<file path="config.mk">
export PLATFORM = sky130hd
export DESIGN_NAME = load_store_unit
export DESIGN_NICKNAME = d
export VERILOG_FILES = /design/src/rtl/lsu_pkg.sv /design/src/rtl/lsu_load_align.sv /design/src/rtl/load_store_unit.sv
export SDC_FILE = /design/constraint.sdc
export NUM_CORES = 1
export LEC_CHECK = 0
export BUFFER_PORTS_ARGS = -buffer_cell sky130_fd_sc_hd__buf_2
export CELL_PAD_IN_SITES_DETAIL_PLACEMENT = 1
export CELL_PAD_IN_SITES_GLOBAL_PLACEMENT = 2
export CORE_ASPECT_RATIO = 1.5
export CORE_MARGIN = 2
export CORE_UTILIZATION = 23
export DETAILED_ROUTE_END_ITERATION = 6
export PLACE_DENSITY = 0.8
export SYNTH_ARGS = -nofsm -noshare
export SYNTH_HDL_FRONTEND = slang
export SYNTH_SLANG_ARGS = --single-unit
</file>
<file path="constraint.sdc">
create_clock -name clk -period 1.5 [get_ports clk]
set_clock_uncertainty 0.05 [all_clocks]
set_input_delay 0.15 -clock clk [delete_from_list [all_inputs] [get_ports clk]]
set_output_delay 0.15 -clock clk [all_outputs]
set_load 0.02 [all_outputs]
</file>
<file path="src/rtl/lsu_pkg.sv">
// lsu_pkg: shared funct3 codes, byte-enable constants and FSM state type for the load/store unit
package lsu_pkg;
  localparam logic [2:0] LB = 3'b000, LH = 3'b001, LW = 3'b010, LBU = 3'b100, LHU = 3'b101;
  localparam logic [2:0] SB = 3'b000, SH = 3'b001, SW = 3'b010;
  localparam logic [3:0] BE_WORD = 4'b1111, BE_HALF_LO = 4'b0011, BE_HALF_HI = 4'b1100;
  typedef enum logic [2:0] {ST_IDLE, ST_REQ, ST_WAIT, ST_DONE, ST_ERR} lsu_state_t;
endpackage

</file>
<file path="src/rtl/lsu_load_align.sv">
// lsu_load_align: selects the addressed byte/half lane of a read word and sign/zero-extends it
//   rdata  : raw memory word
//   addr   : byte offset within the word
//   funct3 : load size/sign code
//   result : aligned, extended load value
module lsu_load_align
  import lsu_pkg::*;
(
  input  logic [31:0] rdata,
  input  logic [1:0]  addr,
  input  logic [2:0]  funct3,
  output logic [31:0] result
);
  logic [7:0] b;
  logic [15:0] h;
  assign b = rdata[{addr, 3'b000} +: 8];
  assign h = addr[1] ? rdata[31:16] : rdata[15:0];
  always_comb
    result = (funct3 == LB || funct3 == LBU) ? {{24{b[7] & ~funct3[2]}}, b} :
             (funct3 == LH || funct3 == LHU) ? {{16{h[15] & ~funct3[2]}}, h} : rdata;
endmodule

</file>
<file path="src/rtl/load_store_unit.sv">
// load_store_unit: memory-stage LSU with req/gnt/rvalid data-memory handshake and pipeline stall
//   ex_*    : access request from execute (valid, rd/wr enables, funct3, byte address, store data)
//   stall   : hold upstream stage while an access is in flight
//   ld_*    : one-cycle load-result pulse and aligned/extended data
//   err     : one-cycle pulse for misaligned or illegal accesses (memory untouched)
//   mem_*   : word-addressed memory request port
//   Optional LSU_TIMEOUT_EN: abort to err after TIMEOUT_CYCLES cycles in REQ+WAIT.
module load_store_unit
  import lsu_pkg::*;
#(
  parameter int TIMEOUT_CYCLES = 255
) (
  input  logic        clk,
  input  logic        reset,
  input  logic        ex_valid,
  input  logic        ex_rd_en,
  input  logic        ex_wr_en,
  input  logic [2:0]  ex_funct3,
  input  logic [31:0] ex_addr,
  input  logic [31:0] ex_wdata,
  output logic        stall,
  output logic        ld_valid,
  output logic [31:0] ld_data,
  output logic        err,
  output logic        mem_req,
  output logic        mem_we,
  output logic [31:0] mem_addr,
  output logic [3:0]  mem_be,
  output logic [31:0] mem_wdata,
  input  logic        mem_gnt,
  input  logic        mem_rvalid,
  input  logic [31:0] mem_rdata
);
  lsu_state_t state, nxt;
  logic [2:0] ld_f3;
  logic [1:0] ld_lo;
  logic [31:0] ld_res, st_wdata;
  logic [3:0] st_be;
  logic new_acc, f3_ok, mis, bad, tmo;
  assign new_acc = ex_valid && (ex_rd_en || ex_wr_en);
  assign f3_ok = ex_wr_en ? (ex_funct3 inside {SB, SH, SW}) : (ex_funct3 inside {LB, LH, LW, LBU, LHU});
  assign mis = (ex_funct3[1:0] == 2'b01 && ex_addr[0]) || (ex_funct3[1:0] == 2'b10 && ex_addr[1:0] != 2'b00);
  assign bad = (ex_rd_en && ex_wr_en) || !f3_ok || mis;
  assign st_be = ex_funct3 == SB ? 4'b0001 << ex_addr[1:0] :
                 ex_funct3 == SH ? (ex_addr[1] ? BE_HALF_HI : BE_HALF_LO) : BE_WORD;
  assign st_wdata = ex_funct3 == SB ? {4{ex_wdata[7:0]}} :
                    ex_funct3 == SH ? {2{ex_wdata[15:0]}} : ex_wdata;
  assign mem_req = state == ST_REQ;
  assign stall = (state == ST_IDLE && new_acc) || state == ST_REQ || state == ST_WAIT;
  assign ld_valid = state == ST_DONE && !mem_we;
  assign err = state == ST_ERR;
  lsu_load_align u_align (.rdata(mem_rdata), .addr(ld_lo), .funct3(ld_f3), .result(ld_res));
`ifdef LSU_TIMEOUT_EN
  logic [15:0] tmo_cnt;
  assign tmo = (state == ST_REQ || state == ST_WAIT) && tmo_cnt == 16'(TIMEOUT_CYCLES - 1);
  always_ff @(posedge clk)
    tmo_cnt <= (reset || !(state == ST_REQ || state == ST_WAIT)) ? '0 : tmo_cnt + 16'd1;
`else
  logic [31:0] unused_tmo;
  assign unused_tmo = 32'(TIMEOUT_CYCLES);
  assign tmo = 1'b0;
`endif
  always_comb begin
    nxt = ST_IDLE;
    case (state)
      ST_IDLE: nxt = new_acc ? (bad ? ST_ERR : ST_REQ) : ST_IDLE;
      ST_REQ:  nxt = mem_gnt ? (mem_we ? ST_DONE : ST_WAIT) : ST_REQ;
      ST_WAIT: nxt = mem_rvalid ? ST_DONE : ST_WAIT;
      default: nxt = ST_IDLE;
    endcase
    if (tmo) nxt = ST_ERR;
  end
  always_ff @(posedge clk) begin
    if (reset) begin
      state <= ST_IDLE;
      mem_we <= 1'b0;
      mem_addr <= '0;
      mem_be <= '0;
      mem_wdata <= '0;
      ld_f3 <= '0;
      ld_lo <= '0;
      ld_data <= '0;
    end else begin
      state <= nxt;
      if (state == ST_IDLE && new_acc && !bad) begin
        mem_we <= ex_wr_en;
        mem_addr <= {ex_addr[31:2], 2'b00};
        mem_be <= ex_wr_en ? st_be : BE_WORD;
        mem_wdata <= st_wdata;
        ld_f3 <= ex_funct3;
        ld_lo <= ex_addr[1:0];
      end
      if (state == ST_WAIT && mem_rvalid) ld_data <= ld_res;
      if (nxt == ST_ERR) ld_data <= '0;
    end
  end
endmodule
</file>
==> metrics.md <==
| Metric | Value |
|---|---|
| Final Hold Fails | `0` |
| Top cell type's share of synthesized area | `between 40% and 50%` |
| Die area | `22,000 µm²` |
| Boundary Pins | `approximately 210` |
| H-tree depth | `3` |
| Synth unique cells | `44` |
| Setup WS post-layout | `-240 ps` |
| DRT Wirelength | `19,800 µm` |
| Num CTS Buffers | `9` |
| Worst skew pair latency | `360 ps` |
| DRT iter0 DRCs | `between 200 and 300` |
| Peak supply drop | `around 0.00064 V` |
| Worst Path Required | `~1300 ps` |
| Mapped Area | `roughly 4800 µm²` |
| Synth top area cells | `dfxtp_1 (45%), nand2_1 (10%), mux2i_1 (6.3%)` |
| Failing checks | `setup timing` |
| Maximum clock rate | `575 MHz` |
| Final TNS setup | `-18,160 ps` |
| Sequential fraction of the synthesis area | `44.7%` |
| Storage cell area | `about 2100 µm²` |
| Gr ovfl total | `0` |
| Status | `finished with violations` |
| Chip Height | `around 180 µm` |
| Die width | `~120 µm` |
| Final Power | `6.62 mW` |
| Worst EP arrival | `1540 ps` |
| Per-cell routed wire length | `17.7 µm` |
| Reg clk slew, reported paths | `80 ps` |
| First-pass GRT wire length | `29,500 µm` |
| Yosys reg bits | `107` |
| Synth Warn # | `0` |
| Number of global-route vias before repair | `5,490` |
| Synth area leader | `dfxtp_1` |
| Initial antenna violation count | `1` |
| Leading cell types in the layout, fill and taps excluded | `buf_2 (205), nand2_1 (128), dfxtp_1 (104), buf_4 (52), a21oi_1 (51)` |
| Commonest non-fill, non-tap cell in the layout | `buf_2` |
| Leak | `3.13 nW` |
| Hold WC Path Type | `input port to register` |
| Final #Nets | `958` |
| Root buf cell | `clkbuf_16` |
| Crit end category | `output pin` |
| Critical Path Source Type | `register` |
| Final setup fails | `107` |
| GPL Wtd Cong | `~0.76` |
| Async S/R FF share, synth | `0%` |
| Via Count | `5,367` |
| Multi-input logic area | `2610 µm²` |
| CP Class | `register to output pin` |
| Starting Density | `23.5%` |
| Tmin final | `approximately 1700 ps` |
| P per Cell Area | `slightly below 900 nW/µm²` |
| RSZ-0062 raised after global routing | `true` |
| CTS max path bufs | `2` |
| Worst slack, placed | `-252 ps` |
| Synth Flop Type | `dfxtp_1` |
| Tcrit/Tclk final | `116%` |
| Core Region | `20,400 µm²` |
| Slew Viols, Final | `0` |
| DR DRC count | `0` |
| Maximum number of pins on one net before global-route repair | `75` |
| Post-DP HPWL | `14,000 µm` |
| Port bufs | `around 210` |
| Post-route ant nets | `0` |
| Post-synth EDFFs | `0` |
| GRT Util Overall | `17.3%` |
| Post-Syn Instances | `576` |
| Sink Count | `between 100 and 150` |
| Syn_area_per_cell | `8.32 µm²` |
| Number of max-cap violations | `0` |
| Diode count | `0` |
| Drt pass-1 iters | `4` |
| Worst Path Max Fanout | `2` |
| Area growth syn-to-layout | `56.4%` |
| CTS tree | `yes` |
| Fillers | `around 2,500` |
| Fin Hold WS | `14.1 ps` |
| Fraction of layout cells with a size suffix above 1 | `40.8%` |
| Site Rows | `64` |
| Via density | `4.79` |
## final timing paths
check                           slack, ps                       start                    endpoint  depth (start not counted)
worst max-delay path                 -240         state[1]$_SDFF_PP0_                       stall                          6
worst min-delay path                   10               mem_rdata[30]    ld_data[30]$_SDFFE_PP0P_                          3
worst max register to register       -230         state[1]$_SDFF_PP0_   mem_addr[30]$_SDFFE_PP0P_                          8
worst min register to register        400  mem_wdata[26]$_SDFFE_PP0P_  mem_wdata[26]$_SDFFE_PP0P_                          2
## synth_stat cells, types with 3 or more instances
cell type	n
clkbuf_1	23
mux2i_1	30
a22oi_1	8
a311oi_1	8
a22o_1	14
buf_4	6
nand2_1	133
nor2_1	53
o22ai_1	7
buf_1	3
a211oi_1	32
a211oi_2	10
dfxtp_1	107
nor2b_1	5
nor3_1	10
buf_2	17
o21ai_0	12
a21oi_1	55
inv_1	5
o211ai_1	9
## cells by family after synthesis
logic type                after synthesis  synth area share (%)
AOI/OAI and AO/OA                     165                  24.1
xor gates and xnor gates                1                 0.183
buffers and inverters                  56                  5.61
DFF                                   107                  44.7
muxes                                  31                  6.74
other                                   1                0.0783
and+or+nand+nor                       215                  18.6
## power by group
part / internal [mW] / total, mW / switching [mW]
clock: 1.19 / 2.39 / 1.20
combinational: 0.559 / 1.25 / 0.695
sequential: 2.93 / 2.98 / 0.0530
total: 4.68 / 6.62 / 1.94
## registers in the layout, summed over array words and instances, names as in the netlist
name and cells:
mem_be 4, state 3, mem_wdata 32, ld_f3 3, mem_addr 30, ld_lo 2, ld_data 32, mem_we 1
## critical path: stages (launching register included)
cell     delay [ps]
dfxtp_2         340
nor4b_4         320
buf_4           180
nand2_4          40
buf_6           120
o21ai_4          50
buf_6           130
## per-stage QoR
step                      util, %  instances  instance area, µm²
after floorplan                 -        577                4840
after global placement       31.8       1059                6500
after detailed placement     31.8       1059                6500
after CTS                    35.4       1112                7230
after global routing         36.7       1121                7490
final                        36.7       1121                7490
## final cells by class
cell class	count	share of cell area (%)
multi-input cells	415	34.8
flip-flops and latches	107	28.6
repair buffers	314	28.1
well taps	264	4.41
clock buffers	10	3.19
clock inverters	6	0.651
inverters	5	0.251
## timing repair
action	4_1_cts	5_1_grt
gates resized for setup	21	36
cloned	0	4
hold buffers	34	0
buffers inserted	3	5
endpoints found under the hold margin	34	0
pin swaps	1	7
endpoints found under the setup margin	109	109
## metal layers
layer	vias up	track usage (%)	routed length, µm
li1	2580	-	-
met1	2555	18.7	7300
met2	193	31.0	10600
met3	37	4.92	1290
met4	2	7.59	637
met5	-	0	16
Power figures use the tool's default switching activity.
